--- src/rtl/core_fwd_pkg.sv ---
// Shared types and helpers for the EX-stage forwarding / hazard controller.
package core_fwd_pkg;

  // Register-index width carried inside the hazard tags.
  localparam int TAG_RD_W  = 5;
  localparam int FWD_SEL_W = 3;

  // Forwarding-mux select encodings.
  localparam logic [FWD_SEL_W-1:0] FWD_RF  = 3'b000;  // register file
  localparam logic [FWD_SEL_W-1:0] FWD_MEM = 3'b001;  // MEM-stage ALU result
  localparam logic [FWD_SEL_W-1:0] FWD_WB  = 3'b010;  // WB result
  localparam logic [FWD_SEL_W-1:0] FWD_PWB = 3'b011;  // post-WB held value
  localparam logic [FWD_SEL_W-1:0] FWD_MAC = 3'b100;  // MAC result, MEM producer

  // Destination tag tracked down the pipeline.
  typedef struct packed {
    logic                valid;
    logic [TAG_RD_W-1:0] rd;
    logic                we;
    logic                is_load;
    logic                is_mac;
  } hz_tag_t;

  // EX additionally remembers its source operands for forwarding.
  typedef struct packed {
    hz_tag_t             tag;
    logic [TAG_RD_W-1:0] rs1;
    logic [TAG_RD_W-1:0] rs2;
    logic                rs1_used;
    logic                rs2_used;
  } ex_tag_t;

  localparam hz_tag_t HZ_TAG_NONE = '0;
  localparam ex_tag_t EX_TAG_NONE = '0;

  // A tag produces a forwardable value only if it writes a non-zero register.
  function automatic logic tag_live(input hz_tag_t t);
    return t.valid && t.we && (t.rd != '0);
  endfunction

  function automatic logic tag_hits(input hz_tag_t t, input logic [TAG_RD_W-1:0] rs);
    return tag_live(t) && (t.rd == rs);
  endfunction

  // Youngest producer wins: MEM, then WB, then PWB, else register file.
  function automatic logic [FWD_SEL_W-1:0] fwd_select(
    input logic                ex_valid,
    input logic                used,
    input logic [TAG_RD_W-1:0] rs,
    input hz_tag_t             mem,
    input hz_tag_t             wb,
    input hz_tag_t             pwb
  );
    logic [FWD_SEL_W-1:0] sel;
    sel = FWD_RF;
    if (ex_valid && used && (rs != '0)) begin
      if (tag_hits(mem, rs)) begin
        sel = mem.is_mac ? FWD_MAC : FWD_MEM;
      end else if (tag_hits(wb, rs)) begin
        sel = FWD_WB;
      end else if (tag_hits(pwb, rs)) begin
        sel = FWD_PWB;
      end
    end
    return sel;
  endfunction

endpackage

--- src/rtl/mac_busy_counter.sv ---
// Counts the remaining cycles a MAC instruction keeps EX occupied.
module mac_busy_counter #(
  parameter int MAC_LAT = 3
) (
  input  logic clk,
  input  logic rst_n,
  input  logic load_i,   // MAC entering EX: start a fresh count
  input  logic dec_i,    // count down one cycle
  input  logic clr_i,    // abandon the count immediately
  output logic busy_o    // cycles remaining > 0
);

  localparam int CW = (MAC_LAT > 1) ? $clog2(MAC_LAT) : 1;
  // The MAC's first EX cycle is not counted, so MAC_LAT-1 stall cycles follow.
  localparam logic [CW-1:0] LOAD_VAL = CW'(MAC_LAT - 1);

  logic [CW-1:0] cnt_q;
  logic [CW-1:0] cnt_d;

  // Next count: clear beats load beats decrement; never wraps below zero.
  always_comb begin
    cnt_d = cnt_q;
    if (clr_i) begin
      cnt_d = '0;
    end else if (load_i) begin
      cnt_d = LOAD_VAL;
    end else if (dec_i && (cnt_q != '0)) begin
      cnt_d = cnt_q - CW'(1);
    end
  end

  // Count register with synchronous active-low reset.
  always_ff @(posedge clk) begin
    if (!rst_n) begin
      cnt_q <= '0;
    end else begin
      cnt_q <= cnt_d;
    end
  end

  assign busy_o = (cnt_q != '0);

endmodule

--- src/rtl/fwd_hazard_ctrl.sv ---
// EX-stage forwarding select generation plus load-use and MAC-busy stall control.
// Keeps its own EX/MEM/WB/PWB destination-tag pipeline alongside the datapath.
module fwd_hazard_ctrl
  import core_fwd_pkg::*;
#(
  parameter int REG_AW  = TAG_RD_W,
  parameter int MAC_LAT = 3,
  parameter int SEL_W   = FWD_SEL_W
) (
  input  logic              clk,
  input  logic              rst_n,
  input  logic              id_valid,
  input  logic [REG_AW-1:0] id_rs1,
  input  logic [REG_AW-1:0] id_rs2,
  input  logic              id_rs1_used,
  input  logic              id_rs2_used,
  input  logic [REG_AW-1:0] id_rd,
  input  logic              id_rd_we,
  input  logic              id_is_load,
  input  logic              id_is_mac,
  input  logic              flush,
  output logic [SEL_W-1:0]  fwd_sel_a,
  output logic [SEL_W-1:0]  fwd_sel_b,
  output logic              stall_if_id,
  output logic              bubble_ex,
  output logic              stall_ex,
  output logic              mac_busy
);

  ex_tag_t ex_q,  ex_d;
  hz_tag_t mem_q, mem_d;
  hz_tag_t wb_q,  wb_d;
  hz_tag_t pwb_q, pwb_d;

  logic mac_cnt_busy;
  logic mac_stall;
  logic load_use_raw;
  logic load_use;
  logic ex_enter;
  logic mac_load;

  // ---------------------------------------------------------------------------
  // Forwarding selects: one identical comparator chain per EX source operand.
  // ---------------------------------------------------------------------------
  logic [1:0][TAG_RD_W-1:0]  ex_rs;
  logic [1:0]                ex_used;
  logic [1:0][FWD_SEL_W-1:0] sel;

  assign ex_rs   = {ex_q.rs2, ex_q.rs1};
  assign ex_used = {ex_q.rs2_used, ex_q.rs1_used};

  for (genvar gi = 0; gi < 2; gi++) begin : g_opsel
    assign sel[gi] = fwd_select(ex_q.tag.valid, ex_used[gi], ex_rs[gi],
                                mem_q, wb_q, pwb_q);
  end

  assign fwd_sel_a = SEL_W'(sel[0]);
  assign fwd_sel_b = SEL_W'(sel[1]);

  // ---------------------------------------------------------------------------
  // Stall / bubble decisions. These depend only on registered tags, the ID
  // decode and flush, never on the forwarding selects.
  // ---------------------------------------------------------------------------

  // A redirect squashes the ID instruction, so it also cancels any MAC hold.
  assign mac_stall = mac_cnt_busy & ~flush;

  // Load in EX whose result the ID instruction needs next cycle.
  always_comb begin
    load_use_raw = 1'b0;
    if (id_valid && tag_live(ex_q.tag) && ex_q.tag.is_load) begin
      load_use_raw = (id_rs1_used && (id_rs1 == ex_q.tag.rd)) ||
                     (id_rs2_used && (id_rs2 == ex_q.tag.rd));
    end
  end

  // Flush beats load-use; a MAC hold beats it too and it is re-checked afterwards.
  assign load_use = load_use_raw & ~flush & ~mac_stall;

  assign stall_if_id = load_use | mac_stall;
  assign bubble_ex   = load_use;
  assign stall_ex    = mac_stall;
  assign mac_busy    = mac_stall;

  // The ID instruction moves into EX only when nothing holds or squashes it.
  assign ex_enter = ~mac_stall & id_valid & ~flush & ~load_use;
  assign mac_load = ex_enter & id_is_mac;

  mac_busy_counter #(
    .MAC_LAT (MAC_LAT)
  ) u_mac_cnt (
    .clk    (clk),
    .rst_n  (rst_n),
    .load_i (mac_load),
    .dec_i  (mac_cnt_busy),
    .clr_i  (flush),
    .busy_o (mac_cnt_busy)
  );

  // ---------------------------------------------------------------------------
  // Tag pipeline next state.
  // ---------------------------------------------------------------------------

  // Advance normally; during a MAC hold EX keeps its tag and MEM receives a bubble.
  always_comb begin
    ex_d  = ex_q;
    mem_d = mem_q;
    wb_d  = wb_q;
    pwb_d = pwb_q;
    if (mac_stall) begin
      mem_d = HZ_TAG_NONE;
      wb_d  = mem_q;
      pwb_d = wb_q;
    end else begin
      pwb_d = wb_q;
      wb_d  = mem_q;
      mem_d = ex_q.tag;
      if (ex_enter) begin
        ex_d.tag.valid   = 1'b1;
        ex_d.tag.rd      = id_rd;
        ex_d.tag.we      = id_rd_we;
        ex_d.tag.is_load = id_is_load;
        ex_d.tag.is_mac  = id_is_mac;
        ex_d.rs1         = id_rs1;
        ex_d.rs2         = id_rs2;
        ex_d.rs1_used    = id_rs1_used;
        ex_d.rs2_used    = id_rs2_used;
      end else begin
        ex_d = EX_TAG_NONE;
      end
    end
  end

  // Tag registers; reset invalidates every stage.
  always_ff @(posedge clk) begin
    if (!rst_n) begin
      ex_q  <= EX_TAG_NONE;
      mem_q <= HZ_TAG_NONE;
      wb_q  <= HZ_TAG_NONE;
      pwb_q <= HZ_TAG_NONE;
    end else begin
      ex_q  <= ex_d;
      mem_q <= mem_d;
      wb_q  <= wb_d;
      pwb_q <= pwb_d;
    end
  end

endmodule

--- config.mk ---
export PLATFORM = sky130hd
export DESIGN_NAME = fwd_hazard_ctrl
export DESIGN_NICKNAME = d
export VERILOG_FILES = /design/src/rtl/core_fwd_pkg.sv /design/src/rtl/mac_busy_counter.sv /design/src/rtl/fwd_hazard_ctrl.sv
export SDC_FILE = /design/constraint.sdc
export NUM_CORES = 1
export LEC_CHECK = 0
export BUFFER_PORTS_ARGS = -buffer_cell sky130_fd_sc_hd__buf_2
export CORE_UTILIZATION = 50
export DETAILED_ROUTE_END_ITERATION = 7
export MAX_ROUTING_LAYER = met4
export PLACE_DENSITY = 0.72
export SLEW_MARGIN = 20
export SYNTH_ARGS = -nofsm -noshare
export SYNTH_HDL_FRONTEND = slang
export SYNTH_HIERARCHICAL = 1
export SYNTH_SLANG_ARGS = --single-unit
--- constraint.sdc ---
create_clock -name clk -period 2.1 [get_ports clk]
set_clock_uncertainty 0.05 [all_clocks]
set_input_delay 0 -clock clk [delete_from_list [all_inputs] [get_ports clk]]
set_output_delay 0 -clock clk [all_outputs]
set_load 0.02 [all_outputs]
Word level (Yosys, flattened, before mapping)
Index checks and enable logic that the tools add are counted.
- register bits: 45
- logic and storage cells: 89
- add/subtract/negate cells: 1
- eq/ne operators: 8
- muxes and demuxes: 13
- bitwise logic cells: 12
- reduce and logical (&&, ||, !) cells: 34
- operators by type and width (operator ; number):
    $eq A5 B5 Y1 ; 8
    $reduce_bool A5 Y1 ; 6
    $logic_and A1 B1 Y1 ; 22
    $mux W21 ; 1
    $mux W3 ; 5
    $mux W2 ; 6
    $and A1 B1 Y1 ; 7
    $not A1 Y1 ; 4
    $reduce_bool A2 Y1 ; 2
    $reduce_or A2 Y1 ; 2
    $reduce_or A3 Y1 ; 1
    $sub A2 B1 Y2 const B ; 1
    $logic_or A1 B1 Y1 ; 1
    $mux W1 ; 1
    $or A1 B1 Y1 ; 1

Longest topological paths before layout
Gate-level depths: netlist of the first run.
- depth in word-level cells: 11
- gate-level depth with buffers: 8
- mapped depth without buffers: 7

By module
The synthesis of the first run kept the hierarchy.
- by module, submodules not included (module ; instances ; cells each ; area an instance (um^2) ; seq. area each (um^2)):
    fwd_hazard_ctrl ; 1 ; 192 ; 1929.4 ; 860.8
    mac_busy_counter ; 1 ; 12 ; 125.1 ; 40.0

Least setup slack after synthesis of the first run
Ideal clock, no wire load.
- path type: flip-flop to output port
- from: register ex_q[7] (netlist name)
- to: output fwd_sel_a[0]
- arrival: 1765 ps
- required time: 2050 ps
- path slack: 285 ps
- stages on the path, launching flop included: 7
- path through: dfxtp_1 -> clkbuf_1 -> xnor2_1 -> nand3_1 -> or4_1 -> or3b_1 -> a21oi_2
- longest elaborated chain between the ends: 6
- RTL lines (what ; line ; source):
    start, declared ; fwd_hazard_ctrl.sv:30 ; ex_tag_t ex_q, ex_d;
    start signal, assigned ; fwd_hazard_ctrl.sv:137 ; ex_q <= EX_TAG_NONE;
    start signal, assigned ; fwd_hazard_ctrl.sv:142 ; ex_q <= ex_d;
    $eq A5 B5 Y1 ; core_fwd_pkg.sv:42 ; return tag_live(t) && (t.rd == rs);
    $logic_and A1 B1 Y1 ; core_fwd_pkg.sv:42 ;
    $mux W2 ; core_fwd_pkg.sv:61 ; end else if (tag_hits(pwb, rs)) begin
    $mux W2 ; core_fwd_pkg.sv:59 ; end else if (tag_hits(wb, rs)) begin
    $mux W3 ; core_fwd_pkg.sv:57 ; if (tag_hits(mem, rs)) begin
    $mux W3 * ; core_fwd_pkg.sv:56 ; if (ex_valid && used && (rs != '0)) begin
    end, declared ; fwd_hazard_ctrl.sv:22 ; output logic [SEL_W-1:0] fwd_sel_a,
Mark *: on every way between the ends. The rest lies on a longest branch, timed or not.

Worst setup path after layout of the first run
- from: register mem_q[5] (netlist name)
- to: output fwd_sel_b[0]
- longest elaborated chain between the ends: 5
- RTL lines (what ; line ; source):
    start, declared ; fwd_hazard_ctrl.sv:31 ; hz_tag_t mem_q, mem_d;
    start signal, assigned ; fwd_hazard_ctrl.sv:143 ; mem_q <= mem_d;
    $reduce_bool A5 Y1 ; core_fwd_pkg.sv:38 ; return t.valid && t.we && (t.rd != '0);
    $logic_and A1 B1 Y1 ; core_fwd_pkg.sv:38 ;
    $logic_and A1 B1 Y1 * ; core_fwd_pkg.sv:42 ;
    $mux W3 * ; core_fwd_pkg.sv:57 ;
    $mux W3 * ; core_fwd_pkg.sv:56 ;
    end, declared ; fwd_hazard_ctrl.sv:23 ; output logic [SEL_W-1:0] fwd_sel_b,
Marks and branches as above.

==> results of run 1 <==
where the power goes:
part           switching, µW  internal, µW  leakage [µW]
clock network            277           231     0.0000450
logic                   71.6          94.9      0.000828
registers               22.0           870      0.000371
sequential cells by signal, summed over array words and instances, names as in the netlist:
signal	count
ex_q	21
mem_q	8
pwb_d	7
pwb_q	7
u_mac_cnt/cnt_q	2
cell families after synthesis:
group	count (synthesis)
buffers and inverters	16
and+or+nand+nor	65
adders and majority gates	1
AOI/OAI and AO/OA	35
DFF	45
muxes	1
xor gates and xnor gates	41
Yosys cell counts, drive strengths merged:
| cell type | number | area, µm² |
|---|---|---|
| or3 | 1 | 6.260 |
| xor2 | 14 | 122.6 |
| nand2b | 4 | 25.02 |
| dfxtp | 45 | 900.9 |
| o22ai | 1 | 6.260 |
| nand2 | 4 | 15.01 |
| and2 | 17 | 107.6 |
| nor3 | 5 | 25.02 |
| nor2b | 1 | 13.76 |
| a211oi | 1 | 7.510 |
| nand3 | 5 | 25.02 |
| a21oi | 4 | 27.53 |
| o21a | 1 | 7.510 |
| ha | 1 | 12.51 |
| nor4b | 1 | 15.01 |
| o21ai | 1 | 5.000 |
| xnor2 | 27 | 236.5 |
| or3b | 2 | 17.52 |
| nor2 | 3 | 11.26 |
| and4 | 1 | 11.26 |
| buf | 1 | 7.510 |
| and3 | 10 | 62.56 |
| o211ai | 4 | 35.03 |
| a21boi | 1 | 7.510 |
| o311a | 1 | 10.01 |
| or4 | 5 | 37.54 |
| clkbuf | 8 | 30.03 |
| a22o | 20 | 175.2 |
| nor4 | 3 | 25.02 |
| inv | 7 | 26.28 |
| o211a | 1 | 10.01 |
| nand4 | 3 | 18.77 |
| mux2i | 1 | 10.01 |
layer usage:
layer	up-vias	global-route usage	wire length, µm
met2	51	0.4528	2593
met4	0	0.09574	134
met1	819	0.3259	2215
met5	-	-	0
li1	850	-	-
met3	11	0.05690	218
timing repair:
| action | in CTS | in global routing |
|---|---|---|
| endpoints found under the setup margin | 2 | 7 |
| endpoints found under the hold margin | 22 | 0 |
| pin swaps | 5 | 8 |
| gates cloned | 0 | 0 |
| hold buffers | 21 | 0 |
| resized for setup | 12 | 18 |
| setup buffers | 2 | 5 |
worst min path at each step:
| stage | depth (start not counted) | slack [ps] | to | from |
|---|---|---|---|---|
| floorplan | 1 | 20 | u_mac_cnt/cnt_q[0] | flush |
| global placement | 2 | 160 | ex_q[18] | id_rd[3] |
| detailed placement | 2 | 160 | ex_q[14] | id_rd_we |
| CTS | 2 | 70 | ex_q[20] | rst_n |
| global route | 2 | 90 | ex_q[20] | rst_n |
| finish | 2 | 70 | ex_q[20] | rst_n |
stage by stage:
stage | utilization | area (µm²)
3_5_place_dp | 0.6061 | 2302
6_report | 0.7227 | 2745
4_1_cts | 0.7009 | 2663
5_1_grt | 0.7227 | 2745
3_3_place_gp | 0.6061 | 2302
2_1_floorplan | - | 2054
cell type report:
class	instances	area [µm²]	share of cell area
clock buffer	6	72.57	0.02644
clock inverter	2	10.01	0.003646
inverter	7	26.28	0.009572
multi-input combinational	143	1151	0.4193
sequential	45	918.4	0.3345
tap	48	60.06	0.02188
timing repair buffer	69	506.7	0.1846
worst reg2reg max path: stages (launching register included):
cell and delay [ps]:
dfxtp_1 460, xnor2_1 150, nand4_1 120, o22ai_1 300, a21boi_0 180, and2_1 210, nor4b_2 250
==> impl_summary.md, run 1 <==
Critical path
On the worst path, the slowest cell contributes a delay of 540 ps. The worst setup path startpoint is mem_q[5]. In this run the worst setup path terminates at fwd_sel_b[0]. At the worst endpoint, the required time is a little over 2000 ps. The category of the worst setup path capture point is an output pin.

Counting buffers and inverters, the worst setup path is 6 cells deep. The worst setup path is of the flip-flop to output pin kind. The slowest stage of the critical path is the or4_4 cell. The worst reg2reg path startpoint is ex_q[17]. The number of buffers and inverters on the critical path is 1. The critical path data arrival time is 2150 ps.

The critical path launch point type is a flip-flop. The number of cells on the worst reg-to-reg path is 6. Grouping stages by cell kind, the critical path spends the most delay in simple AND/OR/NAND/NOR gates.

The worst register-to-register path ends at u_mac_cnt/cnt_q[0]. The setup check on the worst reg-to-reg path leaves a slack of roughly 300 ps. Walking the worst path, the cells encountered are or4_4, o211ai_4, nor4_4, or3b_1, a21oi_2, buf_4. In this run the worst path has a maximum fanout of 4.

Floorplanning
The area of the die is 4369 µm². The initial utilization of the core area, before any placement, comes to 0.5408. Measured along the y axis, the die boundary spans 66.10 µm. The horizontal die dimension is 66.10 µm.

34 I/O pins were placed. In this run the core area contains 22 standard-cell rows. The area of the placeable core is 3799 µm².

Timing
Setup repair after global routing could not meet its margin everywhere. The number of hold violations in the final report is 0. The worst slew margin relative to its limit is 0.7531. The minimum period implied by the final worst setup slack is 2195 ps. The least setup slack across all paths after layout is -95.21 ps. The count of final max-slew check failures is 0. The final hold slack is 70.58 ps. For the pin with the worst max-slew slack, the measured transition is 370.3 ps. Adding up every negative setup slack in the final design gives -177.9 ps. Dividing the final minimum period by the clock period gives 1.045. Based on the critical path, the design can be clocked at up to between 400 and 500 MHz. The setup-violating endpoint count in the final report is 2.

Clock network
Counting every sink on the clock net gives between 40 and 50. At the later pin of the worst-skew pair, clock insertion delay measures approximately 290 ps. TritonCTS built the clock tree. The number of clock buffers added by TritonCTS is 5. Clock tree synthesis selected as its root buffer the cell clkbuf_8. The clock input transition at the sequential cells of the worst setup and hold paths is 80 ps. The H-tree depth is 2.

The longest clock path from root to sink contains 2 buffers.

Final layout
The commonest non-fill, non-tap cell in the layout is dfxtp_1. 0 antenna diodes ended up in the layout. Leaving out fill and tap cells, the most frequent cells in the layout are dfxtp_1, buf_2, xnor2_1. Fill cells in the final layout number 293. The layout cell share with drive strength beyond 1 is 0.3051.

The final layout contains 296 nets. The area growth from synthesis to layout is 33.62%. After the flow finishes, the layout carries non-filler instances totaling 320.

Synthesis
Yosys printed 6 warnings. The netlist area before placement is 2054 µm². Of the total synthesized cell area, the portion taken by AND, OR, NAND and NOR gates is 0.2028. The gate count of the mapped netlist is 204. The share of the Yosys chip area taken by registers is 0.4385. The complex-gate fraction of the synthesized area is 0.1419.

After synthesis, the largest family of logic cells by area is simple AND/OR/NAND/NOR gates. The xor and xnor area share after synthesis is 0.1748. Of the post-synthesis cell area, the part taken by muxes is 0.004872. In this run the mean area of a mapped cell was 10.07 µm². The post-synthesis cell type count is 37. The net count after synthesis is approximately 230.

Of the total synthesized cell area, the portion taken by full adders, half adders and majority gates is 0.006090. Counting flops and latches in the post-synthesis netlist gives 45.

Global route
The final global-route overflow total is 0. In the global route stage, overall resource usage came out at 0.2724. The initial antenna violation count is 0. The first global-routing pass estimated 8452 µm of wire.

The pin count of the biggest net entering global routing is 28. The via count of the first global-routing pass is 1697.

Placed design
The worst slack at placement is between 100 and 150 ps. During placement, the flow inserted port buffers numbering 33. After detailed placement, the design holds a cell count of 284. The estimated wirelength of the detail-placed design is 3383 µm. The final estimated routing congestion in global placement is 0.9353.

Routing
The via count of the routed design is 1731. The count of antenna-violating nets left after detailed routing is 0. The final layout contains routed wiring with a total length of 5162 µm. After detailed routing, the number of remaining DRC violations is 0. The iteration count of the initial detailed-routing pass is 5. After detailed routing, the number of vias per cell comes to 5.409. The wire length per cell after detailed routing is roughly 16 µm. The number of violations reported at the end of detailed-routing iteration 0 is between 80 and 90.

Pwr
The maximum VDD drop is 0.0005441 V. In this run the static leakage power is 0.001244 µW. The power per cell area is 570.4 nW/µm².

The total power of the final layout is 1566 µW.

Outcome
The flow ran to the end, but the final reports show violations. The final reports fail on setup timing.

Worst hold path
The worst min-delay path class is input port to flip-flop.

Job
The tool flagged a number of max-cap violations equal to 0.
Note: power is estimated with default switching activity, not from simulation.
==> run 2, diff against run 1 <==
Settings changed: ABC_AREA from default to 1, BUFFER_PORTS_ARGS -buffer_cell sky130_fd_sc_hd__buf_2 to -buffer_cell sky130_fd_sc_hd__buf_4, PLACE_DENSITY 0.72 to 0.71.
==> run 2 against run 1 <==
Compared with the run above:
- the run now ends clean
- clock-buffer cell count is 2 higher
- via count rose by 25%
- largest cell class unchanged
- routed wire length increased by 0.81%
- largest power group unchanged
==> impl_summary.md, run 2 <==
Synthesis
The register bit count reported by yosys is 45 (unchanged). The net count after synthesis is 370 (+62%). Sorting the synthesized cells by area gives the leading types as dfxtp_1, nand2_1, inv_1. The top cell type's share of synthesized area is 0.3754 (-0.06310). The gate count of the mapped netlist is 345 (+69%). The proportion of register bits with asynchronous set or reset after synthesis is 0 (unchanged). Of all cell types, the one taking the most synthesized area is dfxtp_1. The average size of a mapped cell is 6.956 µm² (-31%). Ranked by instance count, the synthesized netlist is headed by nand2_1, inv_1, dfxtp_1, nor2_1, a21oi_1. The sequential fraction of the synthesis area is 0.3754 (-0.06310). The number of enable-type register cells in the synthesized netlist is 0 (unchanged).

The post-synthesis cell type count is 22 (-41%). The netlist area before placement was 2400 µm² (+17%). The most common flop cell mapped by yosys is dfxtp_1. The synthesis warning total is 6 (unchanged).

The most common cell in the synthesized netlist is nand2_1.

Timing
The least setup slack across all paths after layout was 277.7 ps (+372.9 ps). The highest attainable clock frequency is 548.8 MHz (+20%). The total negative slack for setup checks was 0 ps (+177.9 ps).

The count of final max-slew check failures is 0 (unchanged). The worst slew margin relative to its limit is 0.5619 (-0.1912). The minimum period implied by the final worst setup slack is 1822 ps (-372.9 ps).

Setup repair after global routing left no endpoint under its margin. The final hold slack came to 215.5 ps (+144.9 ps). The setup-violating endpoint count in the final report is 0 (-2).

The number of hold violations in the final report was 0 (unchanged). The measured slew at the worst slew-check pin is 656.4 ps (+286.1 ps). The final period utilization came to 0.8677 (-0.1776).

Placed design
The number of buffers inserted by port buffering is 33 (unchanged). The estimated wirelength of the detail-placed design came to 3805 µm (+12%). The worst slack at placement was 457.8 ps (+311.3 ps). The final estimated routing congestion in global placement came to 0.8746 (-6.5%). The standard cell area after detailed placement is 2645 µm² (+15%).

Floorplanning
The horizontal die dimension is 71.28 µm (+7.8%). The area of the placeable core is 4474 µm² (+18%). The number of ports placed on the die boundary is 34 (unchanged). The number of core rows is 24 (+9.1%). The die height is 71.28 µm (+7.8%). The area of the die is 5081 µm² (+16%). The starting density of the core is 0.5364 (-0.004490).

Critical path
STA classifies the critical path startpoint as a flip-flop. The critical path data arrival time is 1770 ps (-380 ps). The number of cells on the worst reg-to-reg path was 8 (+2).

The category of the worst setup path capture point is an output pin. The critical path required time is 2050 ps (about the same). The critical-path maximum fanout is 21 (+17). The worst setup slack for register-to-register paths is 450 ps (+150 ps). The number of buffers and inverters on the critical path is 5 (+4). The startpoint identified for the worst register-to-register timing path is u_mac_cnt/cnt_q[0]. The delay of the slowest cell on the worst path was 340 ps (-200 ps). The worst setup path category is flip-flop to output pin. The cell type of the slowest stage on the worst timing path is dfxtp_1. In this run the critical register-to-register path is captured at ex_q[4]. The gate family responsible for the most delay along the worst path is buffers and inverters. The critical path goes through inv_1, ha_1, inv_2, nand2_1, nand3_4, buf_4, inv_1, buf_4.

Routing
The final routed DRC violation total is 0 (unchanged). The number of violations reported at the end of detailed-routing iteration 0 came to 85 (unchanged). The via count of the routed design is 2157 (+25%). The detailed-route vias per instance is 4.869 (-10%). The routed wire length is 5204 µm (+0.81%).

The count of antenna-violating nets left after detailed routing is 0 (unchanged). The wire length per cell after detailed routing is 11.75 µm (-27%). The iteration count of the initial detailed-routing pass is 4 (-1).

Clock network
The number of instances resized during post-cts repair is 0 (-12). The clock input transition at the sequential cells of the worst setup and hold paths is 80 ps (about the same). The CTS buffer count is 5 (unchanged).

The clock latency reported for the late side of the worst-skew pair is 300 ps (about the same). The sink count of the clock tree is 45 (unchanged). The H-tree depth is 2 (unchanged). The cell at the root of the clock tree is clkbuf_8.

The deepest clock path buffer count is 2 (unchanged). The TritonCTS clock tree is done.

Pwr
The part of the total power dissipated in combinational logic came to 0.126 (+0.020). The clock share of power came to 0.322 (-0.002). The maximum VDD drop is 0.0002783 V (-49%). The leakage power total was 0.001477 µW (+19%). The cell-internal power is 1212 µW (+1.4%).

The reported net switching power was 403.2 µW (+8.7%). The total power of the final layout is 1615 µW (+3.2%). The share of total power consumed by net switching is 0.2496 (+0.01280).

The sequential cell fraction of total power is 0.552 (-0.017). The power per cell area is 548.5 nW/µm² (-3.8%).

Final layout
Leaving out fill and tap cells, the most frequent cells in the layout are nand2_1, inv_1, dfxtp_1. The antenna diode count is 0 (unchanged). The count of fill cells added during filler insertion is 397 (+35%). The layout cell share with drive strength beyond 1 came to 0.1560 (-0.1491). In the final layout, the registers with the most flip-flops are ex_q x21, mem_q x8. The post-route cell area came to 2945 µm² (+7.3%). The layout overhead on the synthesized area is 22.73%. The final-stage net count is 415 (+40%). The register name with the most flops is ex_q.

The number of flip-flops in the largest register is 21 (unchanged). The multi-input logic area is 1201 µm² (+4.3%). The register area is 900.9 µm² (-1.9%). The library cell used most frequently in the layout, excluding fill and tap cells, is nand2_1.

Global route
The pin count of the biggest net entering global routing is 22 (-21%). The final global-route overflow total is 0 (unchanged). The via count of the first global-routing pass is 1922 (+13%). The aggregate global-route resource usage came to 0.2361 (-0.03634). The global-route wire length before repair is 8928 µm (+5.6%). The initial antenna violation count was 0 (unchanged).

Worst hold path
The worst hold path stage count is 6 (+4). The hold-critical path endpoint is ex_q[20]. In this run the most critical hold path is launched from id_valid. The tightest min-delay check is of the input port to flip-flop type.

Outcome
The flow ran to the end, and the final reports show no timing, DRC or antenna violations.

Job
The number of max-cap violations was 0 (unchanged).
-- run 2: cell types whose count changed in the layout (fill, tap and decap cells not counted), sizes merged, moves of 4 or more --
cell / change
a21oi: +20
and2: -17
and3: -10
or4: -5
buf: -11
nor3: +5
nand2b: -4
a22o: -20
xnor2: -10
nor2: +29
inv: +43
nand2: +86
nand3: +30
o211ai: -4
-- run 2: through the flow --
stage / util / instances
floorplan: - / 345
global route: 0.6583 / 443
finish: 0.6583 / 443
global placement: 0.5912 / 413
CTS: 0.6583 / 443
detailed placement: 0.5912 / 413
-- run 2: worst reg2reg max path, delay by kind of cell, from the launching register on --
kind	cells	cell delay, ps
buf+inv	4	640
compound gates	1	150
flops	1	340
fa+ha+maj	1	190
simple gates	2	210
-- run 2: power groups by stage --
| stage | Clock [µW] | Combinational (µW) | Sequential [µW] |
|---|---|---|---|
| 2_1_floorplan | 0 | 115 | 899 |
| 3_5_place_dp | 0 | 170 | 912 |
| 4_1_cts | 534 | 202 | 892 |
| 6_report | 520 | 203 | 892 |
| 3_3_place_gp | 0 | 167 | 912 |
| 5_1_grt | 571 | 227 | 895 |
-- run 2: what timing repair did --
action,in CTS,in global routing
setup buffers,0,0
endpoints found under the hold margin,36,0
hold buffers,22,0
-- run 2: per-layer routing --
metal	GRT usage	part of all wire
met1	0.3126	0.46
met2	0.3704	0.49
met3	0.04360	0.034
met4	0.06667	0.012
met5	-	0
-- run 2: how the worst max path moves through the flow --
| stage | startpoint | endpoint | slack [ps] | depth (start not counted) |
|---|---|---|---|---|
| after floorplan | u_mac_cnt/cnt_q[0] | ex_q[0] | 640 | 8 |
| after global placement | ex_q[18] | ex_q[4] | 500 | 8 |
| after detailed placement | u_mac_cnt/cnt_q[0] | ex_q[9] | 460 | 8 |
| after CTS | u_mac_cnt/cnt_q[0] | bubble_ex | 280 | 8 |
| after global routing | ex_q[18] | bubble_ex | 130 | 8 |
| final | u_mac_cnt/cnt_q[0] | bubble_ex | 280 | 8 |
-- run 2: layout make-up --
cell class,instances,area share
multi-input cells,229,0.4078
flip-flops and latches,45,0.3059
repair buffers,59,0.1733
inverters,50,0.06372
clock buffers,8,0.02719
well taps,52,0.02209
-- run 2: cell families after synthesis --
family / count (synthesis) / share of synthesized area
and+or+nand+nor: 170 / 0.3227
buffers and inverters: 71 / 0.1262
DFF: 45 / 0.3754
xor gates and xnor gates: 31 / 0.1131
AOI/OAI and AO/OA: 27 / 0.05735
adders and majority gates: 1 / 0.005213
